===== src/rtl/rv_pkg.sv =====
// RV32I decode constants plus the ALU operation and result-select encodings
// shared by the ID stage and its operand mux.
package rv_pkg;

    localparam int ALUOP_W  = 8;
    localparam int ALUSEL_W = 3;

    localparam logic [6:0] OPC_OP    = 7'b0110011;
    localparam logic [6:0] OPC_OPIMM = 7'b0010011;
    localparam logic [6:0] OPC_LUI   = 7'b0110111;
    localparam logic [6:0] OPC_LOAD  = 7'b0000011;

    localparam logic [2:0] F3_ADD  = 3'd0;
    localparam logic [2:0] F3_SLL  = 3'd1;
    localparam logic [2:0] F3_SLT  = 3'd2;
    localparam logic [2:0] F3_SLTU = 3'd3;
    localparam logic [2:0] F3_XOR  = 3'd4;
    localparam logic [2:0] F3_SR   = 3'd5;
    localparam logic [2:0] F3_OR   = 3'd6;
    localparam logic [2:0] F3_AND  = 3'd7;

    localparam logic [6:0] F7_BASE = 7'b0000000;
    localparam logic [6:0] F7_ALT  = 7'b0100000;

    typedef enum logic [ALUOP_W-1:0] {
        ALU_NOP  = 8'd0,
        ALU_ADD  = 8'd1,
        ALU_SUB  = 8'd2,
        ALU_SLL  = 8'd3,
        ALU_SLT  = 8'd4,
        ALU_SLTU = 8'd5,
        ALU_XOR  = 8'd6,
        ALU_SRL  = 8'd7,
        ALU_SRA  = 8'd8,
        ALU_OR   = 8'd9,
        ALU_AND  = 8'd10
    } aluop_e;

    typedef enum logic [ALUSEL_W-1:0] {
        SEL_NONE  = 3'd0,
        SEL_ARITH = 3'd1,
        SEL_CMP   = 3'd2,
        SEL_LOGIC = 3'd3,
        SEL_SHIFT = 3'd4
    } alusel_e;

    function automatic alusel_e alu_class(aluop_e op);
        case (op)
            ALU_ADD, ALU_SUB:           return SEL_ARITH;
            ALU_SLT, ALU_SLTU:          return SEL_CMP;
            ALU_XOR, ALU_OR, ALU_AND:   return SEL_LOGIC;
            ALU_SLL, ALU_SRL, ALU_SRA:  return SEL_SHIFT;
            default:                    return SEL_NONE;
        endcase
    endfunction

endpackage


===== src/rtl/stage_id_pipe_fwd_mux.sv =====
// Single-operand resolver: immediate, x0, lowest-index bypass port, else
// register file. Flags a hazard when the chosen bypass is not ready yet.
module id_fwd_mux #(
    parameter int XLEN    = 32,
    parameter int NUM_FWD = 2,
    parameter int REG_AW  = 5
) (
    input  logic                      re,
    input  logic [REG_AW-1:0]         addr,
    input  logic [XLEN-1:0]           rf_data,
    input  logic [NUM_FWD-1:0]        fwd_we,
    input  logic [NUM_FWD*REG_AW-1:0] fwd_addr,
    input  logic [NUM_FWD*XLEN-1:0]   fwd_data,
    input  logic [NUM_FWD-1:0]        fwd_rdy,
    input  logic [XLEN-1:0]           imm,
    output logic [XLEN-1:0]           opv,
    output logic                      hazard
);

    logic hit;

    always_comb begin
        opv    = rf_data;
        hazard = 1'b0;
        hit    = 1'b0;
        if (!re) begin
            opv = imm;
        end else if (addr == '0) begin
            opv = '0;
        end else begin
            for (int i = 0; i < NUM_FWD; i++) begin
                if (!hit && fwd_we[i] && (fwd_addr[i*REG_AW +: REG_AW] == addr)) begin
                    hit    = 1'b1;
                    opv    = fwd_data[i*XLEN +: XLEN];
                    hazard = !fwd_rdy[i];
                end
            end
        end
    end

endmodule


===== src/rtl/stage_id_pipe.sv =====
// RV32I decode stage owning the ID/EX register (OP, OP-IMM, LUI, LOAD).
// Define STAGE_ID_PIPE_PERF_EN to add saturating stall/illegal counters.
module stage_id_pipe
    import rv_pkg::*;
#(
    parameter int XLEN    = 32,
    parameter int NUM_FWD = 2,
    parameter int REG_AW  = 5
) (
    input  logic                      clk,
    input  logic                      rst_n,
    input  logic                      in_valid,
    output logic                      in_ready,
    input  logic [XLEN-1:0]           in_pc,
    input  logic [31:0]               in_inst,
    output logic [REG_AW-1:0]         rf_addr1,
    output logic [REG_AW-1:0]         rf_addr2,
    output logic                      rf_re1,
    output logic                      rf_re2,
    input  logic [XLEN-1:0]           rf_data1,
    input  logic [XLEN-1:0]           rf_data2,
    input  logic [NUM_FWD-1:0]        fwd_we,
    input  logic [NUM_FWD*REG_AW-1:0] fwd_addr,
    input  logic [NUM_FWD*XLEN-1:0]   fwd_data,
    input  logic [NUM_FWD-1:0]        fwd_rdy,
    input  logic                      flush,
    output logic                      out_valid,
    input  logic                      out_ready,
    output logic [ALUOP_W-1:0]        out_aluop,
    output logic [ALUSEL_W-1:0]       out_alusel,
    output logic [XLEN-1:0]           out_opv1,
    output logic [XLEN-1:0]           out_opv2,
    output logic [REG_AW-1:0]         out_waddr,
    output logic                      out_we,
    output logic                      out_is_load,
    output logic [2:0]                out_mem_f3,
    output logic                      out_illegal
`ifdef STAGE_ID_PIPE_PERF_EN
   ,output logic [31:0]               perf_stall_cnt,
    output logic [31:0]               perf_illegal_cnt
`endif
);

    logic [6:0]      opcode;
    logic [2:0]      f3;
    logic [6:0]      f7;
    aluop_e          aluop;
    logic            illegal, re1, re2, we, is_load;
    logic [XLEN-1:0] imm2, opv1, opv2;
    logic            haz1, haz2, hazard, accept;
    logic            unused_pc;

    assign opcode    = in_inst[6:0];
    assign f3        = in_inst[14:12];
    assign f7        = in_inst[31:25];
    assign unused_pc = ^in_pc;

    always_comb begin
        aluop   = ALU_NOP;
        illegal = 1'b0;
        re1     = 1'b0;
        re2     = 1'b0;
        we      = 1'b0;
        is_load = 1'b0;
        imm2    = '0;
        case (opcode)
            OPC_OP: begin
                re1 = 1'b1;
                re2 = 1'b1;
                we  = 1'b1;
                if (f7 == F7_BASE) begin
                    case (f3)
                        F3_ADD:  aluop = ALU_ADD;
                        F3_SLL:  aluop = ALU_SLL;
                        F3_SLT:  aluop = ALU_SLT;
                        F3_SLTU: aluop = ALU_SLTU;
                        F3_XOR:  aluop = ALU_XOR;
                        F3_SR:   aluop = ALU_SRL;
                        F3_OR:   aluop = ALU_OR;
                        default: aluop = ALU_AND;
                    endcase
                end else if (f7 == F7_ALT && f3 == F3_ADD) begin
                    aluop = ALU_SUB;
                end else if (f7 == F7_ALT && f3 == F3_SR) begin
                    aluop = ALU_SRA;
                end else begin
                    illegal = 1'b1;
                end
            end
            OPC_OPIMM: begin
                re1  = 1'b1;
                we   = 1'b1;
                imm2 = XLEN'($signed(in_inst[31:20]));
                case (f3)
                    F3_ADD:  aluop = ALU_ADD;
                    F3_SLT:  aluop = ALU_SLT;
                    F3_SLTU: aluop = ALU_SLTU;
                    F3_XOR:  aluop = ALU_XOR;
                    F3_OR:   aluop = ALU_OR;
                    F3_AND:  aluop = ALU_AND;
                    F3_SLL: begin
                        imm2 = XLEN'(in_inst[24:20]);
                        if (f7 == F7_BASE) aluop = ALU_SLL;
                        else               illegal = 1'b1;
                    end
                    default: begin
                        imm2 = XLEN'(in_inst[24:20]);
                        if (f7 == F7_BASE)     aluop = ALU_SRL;
                        else if (f7 == F7_ALT) aluop = ALU_SRA;
                        else                   illegal = 1'b1;
                    end
                endcase
            end
            OPC_LUI: begin
                we    = 1'b1;
                aluop = ALU_ADD;
                imm2  = XLEN'({in_inst[31:12], 12'b0});
            end
            OPC_LOAD: begin
                re1     = 1'b1;
                we      = 1'b1;
                is_load = 1'b1;
                aluop   = ALU_ADD;
                imm2    = XLEN'($signed(in_inst[31:20]));
                if (f3 == 3'd3 || f3 == 3'd6 || f3 == 3'd7) illegal = 1'b1;
            end
            default: illegal = 1'b1;
        endcase
        // An undecodable word must not read, write or stall on anything.
        if (illegal) begin
            aluop   = ALU_NOP;
            re1     = 1'b0;
            re2     = 1'b0;
            we      = 1'b0;
            is_load = 1'b0;
            imm2    = '0;
        end
    end

    assign rf_addr1 = REG_AW'(in_inst[19:15]);
    assign rf_addr2 = REG_AW'(in_inst[24:20]);
    assign rf_re1   = re1;
    assign rf_re2   = re2;

    id_fwd_mux #(.XLEN(XLEN), .NUM_FWD(NUM_FWD), .REG_AW(REG_AW)) u_op1 (
        .re(re1), .addr(rf_addr1), .rf_data(rf_data1),
        .fwd_we(fwd_we), .fwd_addr(fwd_addr), .fwd_data(fwd_data), .fwd_rdy(fwd_rdy),
        .imm('0), .opv(opv1), .hazard(haz1)
    );

    id_fwd_mux #(.XLEN(XLEN), .NUM_FWD(NUM_FWD), .REG_AW(REG_AW)) u_op2 (
        .re(re2), .addr(rf_addr2), .rf_data(rf_data2),
        .fwd_we(fwd_we), .fwd_addr(fwd_addr), .fwd_data(fwd_data), .fwd_rdy(fwd_rdy),
        .imm(imm2), .opv(opv2), .hazard(haz2)
    );

    assign hazard   = haz1 | haz2;
    assign in_ready = !flush && !hazard && (!out_valid || out_ready);
    assign accept   = in_valid && in_ready;

    always_ff @(posedge clk or negedge rst_n) begin
        if (!rst_n) begin
            out_valid   <= 1'b0;
            out_aluop   <= '0;
            out_alusel  <= '0;
            out_opv1    <= '0;
            out_opv2    <= '0;
            out_waddr   <= '0;
            out_we      <= 1'b0;
            out_is_load <= 1'b0;
            out_mem_f3  <= '0;
            out_illegal <= 1'b0;
        end else if (flush) begin
            out_valid <= 1'b0;
        end else if (accept) begin
            out_valid   <= 1'b1;
            out_aluop   <= aluop;
            out_alusel  <= alu_class(aluop);
            out_opv1    <= opv1;
            out_opv2    <= opv2;
            out_waddr   <= REG_AW'(in_inst[11:7]);
            out_we      <= we;
            out_is_load <= is_load;
            out_mem_f3  <= is_load ? f3 : 3'd0;
            out_illegal <= illegal;
        end else if (out_ready) begin
            out_valid <= 1'b0;
        end
    end

`ifdef STAGE_ID_PIPE_PERF_EN
    always_ff @(posedge clk or negedge rst_n) begin
        if (!rst_n) begin
            perf_stall_cnt   <= '0;
            perf_illegal_cnt <= '0;
        end else begin
            if (in_valid && hazard && !flush && !(&perf_stall_cnt))
                perf_stall_cnt <= perf_stall_cnt + 32'd1;
            if (accept && illegal && !(&perf_illegal_cnt))
                perf_illegal_cnt <= perf_illegal_cnt + 32'd1;
        end
    end
`endif

endmodule


===== config.mk =====
export PLATFORM = sky130hd
export DESIGN_NAME = stage_id_pipe
export DESIGN_NICKNAME = d
export VERILOG_FILES = /design/src/rtl/rv_pkg.sv /design/src/rtl/stage_id_pipe_fwd_mux.sv /design/src/rtl/stage_id_pipe.sv
export SDC_FILE = /design/constraint.sdc
export NUM_CORES = 1
export LEC_CHECK = 0
export BUFFER_PORTS_ARGS = -buffer_cell sky130_fd_sc_hd__buf_2
export CAP_MARGIN = 10
export CORE_ASPECT_RATIO = 0.9
export CORE_MARGIN = 2
export CORE_UTILIZATION = 49
export CTS_CLUSTER_SIZE = 40
export DETAILED_ROUTE_END_ITERATION = 6
export GPL_TIMING_DRIVEN = 0
export PLACE_DENSITY = 0.83
export SLEW_MARGIN = 10
export SYNTH_ARGS = -nofsm -noshare
export SYNTH_HDL_FRONTEND = slang
export SYNTH_HIERARCHICAL = 1
export SYNTH_SLANG_ARGS = --single-unit

===== constraint.sdc =====
create_clock -name clk -period 4.4 [get_ports clk]
set_input_delay 0.88 -clock clk [delete_from_list [all_inputs] [get_ports clk]]
set_output_delay 0.88 -clock clk [all_outputs]
set_load 0.01 [all_outputs]

==> flow_metrics.tcl, run 1 <==
set metrics [dict create \
    seq_area_frac_synth_pct 29.6 \
    synth_top_area_share_pct 29.6 \
    dpl.cell_count 1371 \
    synth_flop_cell "dfrtp_1" \
    place_hpwl_um 20600 \
    final_area_sq_um 9090 \
    critPathBufInv 4 \
    hold_ws_ps 469 \
    firstDrtPassIters 5 \
    io_pins 311 \
    place.gp.congestion 0.918 \
    nets 1404 \
    synth_cell_types 53 \
    worst_pin_slew_ps 849 \
    cpMaxStageDelayCell "nor4b_2" \
    finalPower_mw 2.17 \
    clockPowerShare_pct 33.8 \
    wl_per_cell_um 19.0 \
    ctsHtreeMaxLevel 3 \
    floorplan.initialDensity_pct 50.1 \
    overflow 0 \
    path_class "input port to output pin" \
    synth_area_sq_um 7020 \
    swShare_pct 31.8 \
    drc 0 \
    internal_power_mw 1.48 \
    cp_max_fo 10 \
    clock_path_buffers 2 \
    num_vias 7763 \
    drive_gt1_share_pct 35.8 \
    synthArstFlopShare_pct 100 \
    min_path_type "flop to flop" \
    grt_max_degree 44 \
    fill_cells 1276 \
    cts_tree "yes" \
    die-height_um 118 \
    io_buffer_count 271 \
    syn_area_per_cell_sq_um 8.06 \
    power_frac_comb_pct 27.2 \
    critPathCaptureType "output pin" \
    ys_warn_count 6 \
    syn_inst 871 \
    ys_ff_latch 83 \
    cap_violations 0 \
    fin_cells 1390 \
    final_common_cell "buf_2" \
    powerDensity_nw_per_um2 239 \
    core-area_sq_um 14000 \
    cts_root_buf "clkbuf_16" \
    die_area_sq_um 15300 \
    grt_antenna_before_repair 1 \
    cts_buffers 9 \
    maxSlewHeadroom_pct 43.0 \
    clkSinkCount 83 \
    clkTransAtPathRegs_ps 60 \
    preCtsSetupSlack_ps -766 \
    grt_pass1_wl_um 40100 \
    ir_worst_vdd_mv 0.181 \
    grt_use_total_pct 34.1 \
    cp_top_family "compound AO/OA/AOI/OAI gates" \
    critical_path.startpoint_type "input port" \
    crit_top_cell "buf_2" \
    p_sw_mw 0.690 \
    wirelength_um 26400 \
    p_leak_nw 4.77 \
    hold_violations 0 \
    layout_setup_ws_ps 149 \
    syn2layout_area_growth_pct 29.5 \
    status "completed" \
    finalCritPeriodShare_pct 96.6 \
    cp_cell_sequence "buf_2 > buf_2 > nor2b_1 > nor2_1 > a21oi_2 > a21oi_2 > o211a_4 > o21ai_2 > clkbuf_4 > a21oi_1 > nor4b_2 > buf_2" \
    viasPerCell 5.58 \
    yosys.area.top_type "dfrtp_1" \
    period_minus_slack_ps 4250 \
    die_w_um 130 \
    max_stage_delay_ps 380 \
    hold_buffers 0 \
    final_max_slew_viol_count 0 \
    report.final.setup_viol 0 \
    mostFrequentLayoutCells "buf_2, nand2_1, dfrtp_1, nor2_1, inv_1" \
    placed_area_sq_um 8780 \
    p_seq_share_pct 39.0 \
    synth_area_leaders "dfrtp_1, a221oi_2, nand2_1" \
    fmaxAchievable_ghz 0.235 \
    ant_nets 0 \
    crit_required_ps 3520 \
    drt_first_iter_violations 727 \
    fin_skew_ps 8.98 \
    grt_pass1_vias 7438 \
    synth_edf_count 0 \
    rows 41 \
    arrival_ps 3370 \
    clk_latency_ps 350 \
]
## per-stage QoR
stage / util [%] / setup TNS [ps]
after CTS: 64.8 / 0
after detailed placement: 62.7 / -48430
after global routing: 64.9 / -9.47
after global placement: 62.5 / -49760
after floorplan: - / 0
final: 64.9 / 0
## synthesized netlist by cell type, types with 2 or more instances
library cell  number
nand2_1          228
dfrtp_1           83
nor2_1            71
inv_1             68
and3_1            65
o32ai_1           64
a221oi_2          60
clkbuf_1          36
buf_2             25
a21o_1            19
buf_4             19
and2_1            13
xnor2_1           12
a21oi_1           10
xor2_1            10
o21ai_0            9
buf_6              6
clkbuf_8           6
or3_1              6
a221oi_1           4
ha_1               4
nand3_1            4
o21ai_1            4
mux2_2             3
nand2b_1           3
nor4_4             3
or2_2              3
a31oi_1            2
mux2i_1            2
nand3_4            2
nand4_1            2
nor3b_4            2
o211ai_1           2
or4_2              2
## sequential cells by signal (all words and copies together) (netlist names), 3 cells and up
signal and cells:
out_opv2 32, out_waddr 5, out_mem_f3 3, out_aluop 4, out_opv1 32, out_alusel 3
## layer usage
| layer | vias to the layer above | part of all wire (%) | GRT usage (%) |
|---|---|---|---|
| met5 | - | 0 | 0 |
| met1 | 3591 | 42 | 45.8 |
| met2 | 451 | 45 | 53.9 |
| met4 | 0 | 3.2 | 12.4 |
| met3 | 63 | 9.8 | 6.95 |
| li1 | 3658 | - | - |
## repair_timing
item,CTS,global route
endpoints found under the setup margin,71,71
pin swaps,0,2
buffers inserted,0,2
gates resized for setup,5,3
## cells by family (layout without fill, tap and decap cells)
| kind of cell | after synthesis | in the layout | share of synthesized area [%] |
|---|---|---|---|
| adder cells (fa/ha/maj) | 4 | 4 | 0.713 |
| AO/OA/AOI/OAI | 184 | 184 | 26.7 |
| multiplexers | 6 | 6 | 0.927 |
| flip-flops | 83 | 83 | 29.6 |
| AND/OR/NAND/NOR | 410 | 410 | 27.7 |
| other | 1 | 39 | 0.0534 |
| XOR/XNOR | 22 | 22 | 2.74 |
| buffers and inverters | 161 | 449 | 11.6 |
## path summary, 6_finish.rpt
| path | start | endpoint | slack, ps | cells past startpoint |
|---|---|---|---|---|
| max | in_inst[12] | in_ready | 150 | 12 |
| min | out_opv1[23] | out_opv1[23] | 470 | 2 |
| max reg2reg | out_valid | out_opv1[6] | 2500 | 7 |
| min reg2reg | out_opv1[23] | out_opv1[23] | 470 | 2 |
| max in group asynchronous | rst_n | out_opv1[31] | 3250 | 2 |
| min in group asynchronous | rst_n | out_aluop[3] | 530 | 1 |
## power by group through the flow
stage                     clock (mW)  combinational, mW  sequential (mW)
after global placement             0              0.568            0.859
after global routing           0.766              0.640            0.854
after detailed placement           0              0.578            0.861
after floorplan                    0              0.282            0.888
final                          0.733              0.590            0.847
after CTS                      0.744              0.581            0.848
## layout make-up
class	instances	area [sq um]	area share, %
antenna	3	7.51	0.0825
sequential	83	2080	22.8
multi-input combinational	662	4280	47.1
inverter	68	255	2.81
buffer	91	554	6.09
timing repair buffer	274	1400	15.4
clock inverter	2	10.0	0.110
clock buffer	14	264	2.90
tap	193	241	2.66
## worst register-to-register path, stage by stage, from the launching register on
cell      delay, ps
dfrtp_1         380
nand2b_1         90
nor4b_2         310
nand2_1         190
buf_2           270
clkbuf_1        330
nand2_1         170
nand2_1          60
Note: power is estimated with default switching activity, not from simulation.
==> run 2, diff against run 1 <==
--- a/config.mk
+++ b/config.mk
@@ -8,7 +8,7 @@
 export BUFFER_PORTS_ARGS = -buffer_cell sky130_fd_sc_hd__buf_2
 export CAP_MARGIN = 10
 export CORE_ASPECT_RATIO = 0.9
-export CORE_MARGIN = 2
+export CORE_MARGIN = 8
 export CORE_UTILIZATION = 49
 export CTS_CLUSTER_SIZE = 40
 export DETAILED_ROUTE_END_ITERATION = 6
==> run 2 against run 1 <==
Sequential power is essentially flat. Cell area grew 0.45%. Combinational power is essentially flat. Critical path type unchanged. Power grew 5.9%. Final cell count shrank 0.14%. Largest power group is now clock. Non-clock buffer count shrank 1. Maximum frequency shrank 0.50%. Sequential share of layout area shrank 0.10 points. Global-route usage shrank 3.5 points. Clock skew shrank 2.4 ps.
==> flow_metrics.tcl, run 2 (same netlist as run 1, synthesis figures left out) <==
set metrics [dict create \
    status "completed" \
    io_pins 311 \
    fin_tns_setup_ps 0 \
    fin_skew_ps 6.60 \
    wirelength_um 28600 \
    gr-max-usage-layer "met2" \
    placed_area_sq_um 8770 \
    finalPower_mw 2.30 \
    die_area_sq_um 18400 \
    cts_root_buf "clkbuf_16" \
    clkTransAtPathRegs_ps 70 \
    report.final.setup_viol 0 \
    syn2layout_area_growth_pct 30.1 \
    cp_max_fo 10 \
    grt_util_met3_pct 9.63 \
    grt_max_degree 44 \
    ir_worst_vdd_mv 0.207 \
    rsz0062_at_grt "no" \
    firstDrtPassIters 5 \
    crit_required_ps 3520 \
    die-height_um 130 \
    die_w_um 142 \
    io_buffer_count 271 \
    maxSlewHeadroom_pct 41.8 \
    met1_usage_pct 37.8 \
    use_met2_pct 50.4 \
    core-area_sq_um 14000 \
    grt_antenna_before_repair 6 \
    final_area_sq_um 9140 \
    period_minus_slack_ps 4270 \
    critical_path.startpoint_type "input port" \
    place_hpwl_um 22400 \
    drt_first_iter_violations 783 \
    final_max_slew_viol_count 0 \
    grt_pass1_wl_um 43800 \
    clock_path_buffers 2 \
    drc 0 \
    cts_tree "yes" \
    path_class "input port to output pin" \
    grt_use_total_pct 30.5 \
    num_vias 7870 \
    wl_per_cell_um 20.6 \
    nets 1403 \
    mostFrequentLayoutCells "buf_2, nand2_1, dfrtp_1, nor2_1, inv_1" \
    critPathCaptureType "output pin" \
    cts_buffers 9 \
    hold_buffers 0 \
    final_common_cell "buf_2" \
    ctsHtreeMaxLevel 3 \
    ant_nets 0 \
    overflow 0 \
    floorplan.initialDensity_pct 50.1 \
    min_path_type "flop to flop" \
    arrival_ps 3390 \
    finalCritPeriodShare_pct 97.1 \
    p_leak_nw 4.79 \
    powerDensity_nw_per_um2 251 \
    hold_violations 0 \
    cap_violations 0 \
    utilization_pct 65.2 \
    clk_latency_ps 360 \
    worst_pin_slew_ps 867 \
    clkSinkCount 83 \
    fmaxAchievable_ghz 0.234 \
    top_regs "out_opv1 (32), out_opv2 (32), out_waddr (5)" \
    place.gp.congestion 1.02 \
    viasPerCell 5.67 \
    drive_gt1_share_pct 36.2 \
    grt_pass1_vias 7891 \
    rows 41 \
]
==> run 2: cell types whose count changed in the layout (fill, tap and decap cells not counted), moves of 2 or more <==
cell / before / now
bufinv_16: 0 / 2
clkbuf_1: 37 / 31
clkbuf_2: 0 / 3
clkinvlp_4: 0 / 2
==> run 2: timing repair <==
action                                  in CTS  in global routing
gates cloned                                 0                  0
pin swaps                                    1                  0
gates resized for setup                      4                 11
buffers inserted                             1                  0
endpoints found under the setup margin      74                 48
==> run 2: power breakdown <==
part	switching, mW	leakage (nW)	internal, mW
Sequential	0.0293	1.09	0.819
Combinational	0.344	3.54	0.248
Clock	0.344	0.155	0.513
Total	0.717	4.79	1.58
==> run 2: layout make-up <==
| class | count | area [sq um] |
|---|---|---|
| fillers | 1280 | 4870 |
| plain buffers | 91 | 561 |
| repair buffers | 273 | 1390 |
| inverters | 68 | 255 |
| well taps | 193 | 241 |
| clock inverters | 6 | 88.8 |
| clock buffers | 10 | 239 |
| flip-flops and latches | 83 | 2080 |
| multi-input cells | 662 | 4280 |
| diodes | 2 | 5.00 |
==> run 2: worst max-delay path, cell delays in order <==
cell and delay (ps):
buf_2 140, nor4_4 310, nor3b_4 290, a21oi_2 120, a21oi_2 310, and3_1 440
o21ai_2 200, buf_4 220, a21oi_1 220, nor4b_2 90, buf_2 150
==> run 2: worst paths after layout <==
check / slack, ps / endpoint / depth (start not counted) / start
setup / recovery: 130 / in_ready / 11 / in_inst[29]
hold / removal: 470 / out_opv1[26] / 2 / out_opv1[26]
setup reg to reg: 2390 / out_opv1[1] / 9 / out_valid
hold reg to reg: 470 / out_opv1[26] / 2 / out_opv1[26]
max in group asynchronous: 3250 / out_opv1[13] / 2 / rst_n
min in group asynchronous: 510 / out_aluop[0] / 1 / rst_n
==> run 2: stage by stage <==
| step | instances | setup slack [ps] | hold WS (ps) |
|---|---|---|---|
| final | 1388 | 127 | 469 |
| after global routing | 1387 | 22.8 | 489 |
| after CTS | 1387 | 26.6 | 474 |
| after detailed placement | 1371 | -782 | 456 |
| after global placement | 1370 | -815 | 453 |
| after floorplan | 906 | 598 | 514 |
==> run 2: metal layers <==
| layer | part of all wire (%) | routed length, um |
|---|---|---|
| met3 | 11 | 3100 |
| met1 | 40 | 11500 |
| met2 | 46 | 13200 |
| met5 | 0.20 | 58 |
| met4 | 2.5 | 710 |
